<file path="src/rtl/water_pkg.sv">
// Shared constants and drift state type for the scrolling water background tile.
// Optional horizontal drift is compiled in only when WATER_DRIFT_EN is defined.
package water_pkg;

  localparam int COORD_W      = 11;
  localparam int TILE_LOG2    = 7;
  localparam int TILE_SIZE    = 1 << TILE_LOG2;
  localparam int BIAS         = TILE_SIZE;
  localparam int DRIFT_PERIOD = 8;
  localparam int DRIFT_SPAN   = 16;

  typedef enum logic {
    DRIFT_RIGHT = 1'b0,
    DRIFT_LEFT  = 1'b1
  } drift_state_t;

endpackage

</file>
<file path="src/rtl/water_scroll_ctrl.sv">
// Frame-rate scroll accumulator: vertical scroll_y plus, with WATER_DRIFT_EN defined,
// a ping-pong horizontal drift FSM; otherwise scroll_x is held at 0.
module water_scroll_ctrl #(
  parameter int TILE_LOG2    = water_pkg::TILE_LOG2,
  parameter int DRIFT_PERIOD = water_pkg::DRIFT_PERIOD,
  parameter int DRIFT_SPAN   = water_pkg::DRIFT_SPAN
) (
  input  logic                 clk,
  input  logic                 rst,
  input  logic                 en,
  input  logic                 frame_tick,
  input  logic [2:0]           speed,
  output logic [TILE_LOG2-1:0] scroll_x,
  output logic [TILE_LOG2-1:0] scroll_y
);
  import water_pkg::*;

  logic                 adv;
  logic [TILE_LOG2-1:0] scroll_y_q, scroll_y_d;

  assign adv      = frame_tick & en;
  assign scroll_y = scroll_y_q;

  // Vertical scroll wraps freely at the tile edge.
  always_comb begin
    scroll_y_d = scroll_y_q;
    if (adv) begin
      scroll_y_d = scroll_y_q + {{(TILE_LOG2-3){1'b0}}, speed};
    end
  end

  always_ff @(posedge clk) begin
    if (!rst) begin
      scroll_y_q <= '0;
    end else begin
      scroll_y_q <= scroll_y_d;
    end
  end

`ifdef WATER_DRIFT_EN
  localparam int FC_W = $clog2(DRIFT_PERIOD + 1);
  localparam int SC_W = $clog2(DRIFT_SPAN + 1);

  drift_state_t         state_q, state_d;
  logic [FC_W-1:0]      frame_cnt_q, frame_cnt_d;
  logic [SC_W-1:0]      step_cnt_q, step_cnt_d;
  logic [TILE_LOG2-1:0] scroll_x_q, scroll_x_d;
  logic [TILE_LOG2-1:0] x_delta;
  logic                 step;
  logic                 span_done;

  assign step      = adv && (frame_cnt_q == FC_W'(DRIFT_PERIOD - 1));
  assign span_done = step && (step_cnt_q == SC_W'(DRIFT_SPAN - 1));
  assign scroll_x  = scroll_x_q;

  always_ff @(posedge clk) begin
    if (!rst) begin
      state_q <= DRIFT_RIGHT;
    end else begin
      state_q <= state_d;
    end
  end

  always_comb begin
    state_d = state_q;
    case (state_q)
      DRIFT_RIGHT: if (span_done) state_d = DRIFT_LEFT;
      DRIFT_LEFT:  if (span_done) state_d = DRIFT_RIGHT;
      default:     state_d = DRIFT_RIGHT;
    endcase
  end

  // Moving left is a modulo add of all-ones.
  always_comb begin
    x_delta = (state_q == DRIFT_LEFT) ? '1 : TILE_LOG2'(1);
  end

  always_comb begin
    frame_cnt_d = frame_cnt_q;
    step_cnt_d  = step_cnt_q;
    scroll_x_d  = scroll_x_q;
    if (adv) begin
      frame_cnt_d = step ? '0 : frame_cnt_q + FC_W'(1);
    end
    if (step) begin
      scroll_x_d = scroll_x_q + x_delta;
      step_cnt_d = span_done ? '0 : step_cnt_q + SC_W'(1);
    end
  end

  always_ff @(posedge clk) begin
    if (!rst) begin
      frame_cnt_q <= '0;
      step_cnt_q  <= '0;
      scroll_x_q  <= '0;
    end else begin
      frame_cnt_q <= frame_cnt_d;
      step_cnt_q  <= step_cnt_d;
      scroll_x_q  <= scroll_x_d;
    end
  end
`else
  assign scroll_x = '0;
`endif

endmodule

</file>
<file path="src/rtl/water_origin_gen.sv">
// Per-pixel tile origin generator for the water background (1-cycle latency).
// Horizontal drift is enabled by defining WATER_DRIFT_EN.
module water_origin_gen #(
  parameter int COORD_W      = water_pkg::COORD_W,
  parameter int TILE_LOG2    = water_pkg::TILE_LOG2,
  parameter int DRIFT_PERIOD = water_pkg::DRIFT_PERIOD,
  parameter int DRIFT_SPAN   = water_pkg::DRIFT_SPAN
) (
  input  logic                 clk,
  input  logic                 rst,
  input  logic                 en,
  input  logic                 frame_tick,
  input  logic [2:0]           speed,
  input  logic                 pix_valid,
  input  logic [COORD_W-1:0]   px,
  input  logic [COORD_W-1:0]   py,
  output logic [COORD_W-1:0]   px_o,
  output logic [COORD_W-1:0]   py_o,
  output logic [COORD_W-1:0]   ox,
  output logic [COORD_W-1:0]   oy,
  output logic                 out_valid,
  output logic [TILE_LOG2-1:0] scroll_x,
  output logic [TILE_LOG2-1:0] scroll_y
);
  import water_pkg::*;

  localparam logic [COORD_W-1:0] BIAS_C = COORD_W'(1) << TILE_LOG2;

  logic [TILE_LOG2-1:0] u, v;
  logic [COORD_W-1:0]   px_o_q, py_o_q, ox_q, oy_q;
  logic [COORD_W-1:0]   px_o_d, py_o_d, ox_d, oy_d;
  logic                 valid_q;

  water_scroll_ctrl #(
    .TILE_LOG2    (TILE_LOG2),
    .DRIFT_PERIOD (DRIFT_PERIOD),
    .DRIFT_SPAN   (DRIFT_SPAN)
  ) u_scroll (
    .clk        (clk),
    .rst        (rst),
    .en         (en),
    .frame_tick (frame_tick),
    .speed      (speed),
    .scroll_x   (scroll_x),
    .scroll_y   (scroll_y)
  );

  // Texel (u,v) wraps in 7 bits; the bias keeps p+BIAS-texel strictly positive.
  always_comb begin
    u      = px[TILE_LOG2-1:0] - scroll_x;
    v      = py[TILE_LOG2-1:0] - scroll_y;
    px_o_d = px + BIAS_C;
    py_o_d = py + BIAS_C;
    ox_d   = px_o_d - {{(COORD_W-TILE_LOG2){1'b0}}, u};
    oy_d   = py_o_d - {{(COORD_W-TILE_LOG2){1'b0}}, v};
  end

  always_ff @(posedge clk) begin
    if (!rst) begin
      px_o_q  <= '0;
      py_o_q  <= '0;
      ox_q    <= '0;
      oy_q    <= '0;
      valid_q <= 1'b0;
    end else begin
      valid_q <= pix_valid;
      if (pix_valid) begin
        px_o_q <= px_o_d;
        py_o_q <= py_o_d;
        ox_q   <= ox_d;
        oy_q   <= oy_d;
      end
    end
  end

  assign px_o      = px_o_q;
  assign py_o      = py_o_q;
  assign ox        = ox_q;
  assign oy        = oy_q;
  assign out_valid = valid_q;

endmodule
</file>
<file path="config.mk">
export PLATFORM = sky130hd
export DESIGN_NAME = water_origin_gen
export DESIGN_NICKNAME = d
export VERILOG_FILES = /design/src/rtl/water_pkg.sv /design/src/rtl/water_scroll_ctrl.sv /design/src/rtl/water_origin_gen.sv
export SDC_FILE = /design/constraint.sdc
export NUM_CORES = 1
export LEC_CHECK = 0
export BUFFER_PORTS_ARGS = -buffer_cell sky130_fd_sc_hd__buf_2
export CORE_ASPECT_RATIO = 1.25
export CORE_MARGIN = 5
export CORE_UTILIZATION = 50
export CTS_CLUSTER_SIZE = 12
export DETAILED_ROUTE_END_ITERATION = 10
export PLACE_DENSITY = 0.8
export SYNTH_ARGS = -nofsm -noshare
export SYNTH_HDL_FRONTEND = slang
export SYNTH_SLANG_ARGS = --single-unit
export TNS_END_PERCENT = 10
</file>
<file path="constraint.sdc">
create_clock -name clk -period 5.9 [get_ports clk]
set_input_delay 0.885 -clock clk [delete_from_list [all_inputs] [get_ports clk]]
set_output_delay 0.885 -clock clk [all_outputs]
set_load 0.03 [all_outputs]
</file>
# After elaboration in Yosys (flattened, before gate mapping)
# Cells that the tools add are included.
[totals]
reg_bits = 52
elab_cells = 13
[op_classes]
addsub = 6
n_bitwise = 1
[ops]
columns = ["op", "count"]
rows = [
  ["$add A11 B8 Y11 const B", 2],
  ["$sub A11 B7 Y11", 2],
  ["$add A7 B3 Y7", 1],
  ["$sub A7 B7 Y7", 1],
  ["$and A1 B1 Y1", 1],
]

# Longest topological paths before layout
[logic_depth]
depth_word = 2
ltp_mapped = 14
ltp_nobuf = 14

# Cells and area by module
# A second synthesis with hierarchy kept.
[hier_totals]
cells_unflattened = 404
area_unflattened_um2 = 3497.1
[modules_own_cells]
columns = ["module", "instances", "cells_per_inst", "area_each_um2", "seq_area_each_um2"]
rows = [
  ["water_origin_gen", 1, 354, 3035.4, 900.9],
  ["water_scroll_ctrl", 1, 50, 461.7, 140.1],
]

# Least setup slack after synthesis
# Ideal clock, no wire load.
[synth_path]
path_type = "in2reg"
startpoint = "in py[1]"
endpoint = "reg oy_q[10], in the netlist oy[10]"
arrival_time_ns = 3.413
t_required_ns = 5.780
slack_ns = 2.367
path_stages = 11
cell_sequence = "ha_1 > nor2b_1 > o21a_1 > o21ai_1 > mux2_1 > a2111oi_1 > ha_1 > or2_2 > a21o_1 > o41a_1 > a211o_1"
[synth_between]
elab_chain_len = 2
elab_cells_between_ends = 3
[synth_rtl]
columns = ["element", "line_no", "text"]
rows = [
  ["from (decl)", "water_origin_gen.sv:16", "input logic [COORD_W-1:0] py,"],
  ["$add A11 B8 Y11 or $sub A7 B7 Y7 (tied branches)", "water_origin_gen.sv:53, water_origin_gen.sv:51", ""],
  ["$sub A11 B7 Y11 (*)", "water_origin_gen.sv:55", "oy_d = py_o_d - {{(COORD_W-TILE_LOG2){1'b0}}, v};"],
  ["to (signal assigned)", "water_origin_gen.sv:71", "oy_q <= oy_d;"],
  ["to (decl)", "water_origin_gen.sv:30", "logic [COORD_W-1:0] px_o_q, py_o_q, ox_q, oy_q;"],
]
# Mark *: on every way between the ends. The rest lies on a longest branch, timed or not.
# A chain may end at the register's enable or synchronous reset.

# Final worst setup path
[layout_path]
startpoint = "in py[1]"
endpoint = "reg oy_q[8], in the netlist oy[8]"
# The elaborated chain is that of the path after synthesis.

==> metrics.md <==
| Metric | Value |
|---|---|
| HP Class | reg -> reg |
| Largest family of logic cells by synthesized area | simple AND/OR/NAND/NOR gates |
| RSZ-0062 raised after global routing | no |
| Die Area | about 6600 um^2 |
| Number of clock sinks | 43 |
| Clock-pin slew on the worst setup and hold paths | 0.08 ns |
| Initial Utilization | around half |
| Max-slew violations | 0 |
| CP Data Arrival Time | 3.66 ns |
| Pwr Density | ~260 nW/um^2 |
| CTS tree | yes |
| Post-DP HPWL | 4.04 mm |
| Initial antenna violation count | 0 |
| Most used DFF post-synth | dfxtp_1 |
| Outcome | completed |
| Cts repair resizes | 0 |
| FF-to-FF Start | u_scroll.scroll_y[1]$_SDFFE_PN0P_ |
| Number of flops mapped to enable cells by yosys | 0 |
| Syn-to-layout area delta | 17.1% |
| Postcts setup bufs | 0 |
| Drt wl/cell | approximately 13 um |
| Die width | roughly 73 um |
| Pin count of the biggest net entering global routing | a little under 50 |
| Syn Area/Cell | 8.96 um^2 |
| Period utilization | 59.5% |
| Gate Count Post-Synth | 281 |
| Worst-case reg-to-reg path depth | 13 |
| Hold Crit Depth | 1 |
| CP Launch Point | py[1] |
| Mapped Area | roughly 2500 um^2 |
| Hold_sp | oy[1]$_SDFFE_PN0P_ |
| Worst-Margin Slew | between 0.9 and 1 ns |
| Final setup margin | 2.39 ns |
| CP required | 6.05 ns |
| Yosys reg bits | between 40 and 50 |
| Post-synthesis mux area share | approximately 7% |
| Distinct cells, synth | between 40 and 50 |
| Num rows | 29 |
| Worst vdd rail ir drop | roughly 0.16 mV |
| Io pins | 89 |
| Vias in the first global route | 1966 |
| Worst Hold End | oy[1]$_SDFFE_PN0P_ |
| Setup violators final | 0 |
| Tot Pwr | approximately 0.00075 W |
| Layout cells sized above 1 | 24.6% |
| Finished Layout Cells | slightly above 400 |
| DR pass1 iterations | 4 |
| Clock Path Buffers | 2 |
| Vias/cell | ~5.0 |
| Leading cell type in the layout, fill and taps excluded | buf_2 |
| Commonest non-fill, non-tap cells in the layout | buf_2, dfxtp_1, nor2b_1 |
| Num CTS Buffers | 5 |
| Leak | around 1.5 nW |
| Dpl ws | around 2.0 ns |
| Max-cap violations | 0 |
| PortBufs | 74 |
| Core area | roughly 5000 um^2 |
| Layout Nets | 399 |
| Total number of vias | roughly 2000 |
| Later-pin clock latency in the skew report | 0.29 ns |
| Grt ovf | 0 |
| Hold Fails Final Rpt | 0 |
| Post-Synth XOR/XNOR Area | under 10% |
| Remaining antenna violation count | 0 |
| Hold WS | ~0.48 ns |
| # diodes | 0 |
| Overall global routing resource usage | between 10% and 20% |
| CP startpoint kind | primary input |
| First-pass GRT wire length | between 8 and 9 mm |
| Simple-gate share of the synthesized area | a little under a fifth |
| Final min period | around 3.5 ns |
| Compound-gate portion of the synthesized area | around 15% |
| R2R setup slack | 2.56 ns |
| Max Freq | about 280 MHz |
| Clock root buffer | clkbuf_8 |
| Critical path endpoint category | register |
| H-tree Lvls | 2 |
| Seq/Total Area, Yosys | between 30 and 40% |
| Die Span Y | ~89 um |
| Ys async rst share | 0% |
| WS Path Type | in -> reg |
| Hold-fix buffers, CTS | 0 |
| Skew final | roughly 0.004 ns |
| Max_slew headroom | approximately two fifths |
| Residual DRC count | 0 |
| Detailed Route WL | ~5.3 mm |
| Critical path fanouts, max | 6 |
| Capturing point of the worst reg2reg path | oy[8]$_SDFFE_PN0P_ |
| Adder-cell share of the synthesized area | a little under an eighth |
| Dpl cells | ~400 |
| Iter 0 DRT Violations | 35 |
| GP Congestion | ~0.8 |
| Post-Route Setup TNS | 0 ns |
| Yosys warnings | 0 |
## metrics by stage
stage	utilization, %	instance area [um^2]
floorplan	-	2570
global placement	57.3	2850
CTS	59.3	2950
finish	59.3	2950
detailed placement	57.3	2850
global route	59.3	2950
## routing by layer
layer | vias up | part of all wire, % | GRT usage (%)
met5 | - | 0 | 0
met4 | 0 | 1.1 | 3.95
met3 | 6 | 8.4 | 5.17
met2 | 60 | 50 | 29.9
met1 | 922 | 40 | 17.5
li1 | 1069 | - | -
## worst max-delay path, cell delays in order
cell and delay [ns]:
buf_2 0.12, ha_1 0.28, nor2b_1 0.13, o21a_1 0.18, o21ai_1 0.13, mux2_1 0.34, a2111oi_1 0.37, ha_1 0.35
or2_2 0.31, a21o_1 0.17, o41a_1 0.13, xor2_1 0.19, a21oi_2 0.08
## worst max path at each step
stage	to	depth (start not counted)
floorplan	oy[10]$_SDFFE_PN0P_	11
global placement	oy[8]$_SDFFE_PN0P_	13
detailed placement	oy[8]$_SDFFE_PN0P_	13
CTS	oy[8]$_SDFFE_PN0P_	13
global route	oy[8]$_SDFFE_PN0P_	13
finish	oy[8]$_SDFFE_PN0P_	13
## final cells by class
type / count / area (um^2)
Clock inverter: 2 / 16.3
Timing Repair Buffer: 74 / 370
Inverter: 13 / 48.8
Multi-Input combinational cell: 211 / 1490
Clock buffer: 6 / 82.6
Fill cell: 440 / 2020
Sequential cell: 43 / 861
Tap cell: 62 / 77.6
## cells by family after synthesis
logic type | after synthesis
AO/OA/AOI/OAI | 54
XOR/XNOR | 15
adder cells (fa/ha/maj) | 21
buffers and inverters | 40
flip-flops | 43
multiplexers | 17
other | 1
AND/OR/NAND/NOR | 90
## where the power goes
| part | switching, W | total, W | internal [W] |
|---|---|---|---|
| clock network | 0.000103 | 0.000199 | 0.0000956 |
| logic | 0.000147 | 0.000231 | 0.0000840 |
| registers | 0.0000119 | 0.000324 | 0.000313 |
| total | 0.000262 | 0.000754 | 0.000492 |
## Yosys cell counts (2+ instances only)
| master | n | share of area (%) |
|---|---|---|
| a211oi_1 | 2 | 0.60 |
| a21boi_1 | 2 | 0.60 |
| a21o_1 | 2 | 0.60 |
| a21oi_1 | 7 | 1.4 |
| a31oi_1 | 2 | 0.50 |
| and2_1 | 6 | 1.5 |
| and4b_1 | 2 | 0.79 |
| buf_2 | 3 | 0.60 |
| buf_4 | 16 | 4.8 |
| clkbuf_1 | 8 | 1.2 |
| dfxtp_1 | 43 | 34 |
| fa_1 | 3 | 2.4 |
| ha_1 | 18 | 8.9 |
| inv_1 | 12 | 1.8 |
| mux2i_1 | 16 | 6.4 |
| nand2_1 | 15 | 2.2 |
| nand2b_1 | 2 | 0.50 |
| nand3_1 | 5 | 0.99 |
| nand3b_1 | 2 | 0.60 |
| nand4_1 | 2 | 0.50 |
| nor2_1 | 19 | 2.8 |
| nor2b_1 | 29 | 7.2 |
| nor3_1 | 4 | 0.79 |
| nor4_1 | 2 | 0.50 |
| o2111ai_1 | 2 | 0.70 |
| o211a_1 | 5 | 2.0 |
| o211ai_1 | 2 | 0.60 |
| o21a_1 | 3 | 0.89 |
| o21ai_0 | 11 | 2.2 |
| o21ai_1 | 5 | 0.99 |
| o31a_1 | 2 | 0.70 |
| xnor2_1 | 5 | 1.7 |
| xor2_1 | 10 | 3.5 |
## sequential cells by signal (all words and copies together) (netlist names)
signal             count
u_scroll.scroll_y      7
py_o                  11
px_o                  11
oy                    11
ox                     2
out_valid              1
(Power assumes the default switching activity.)
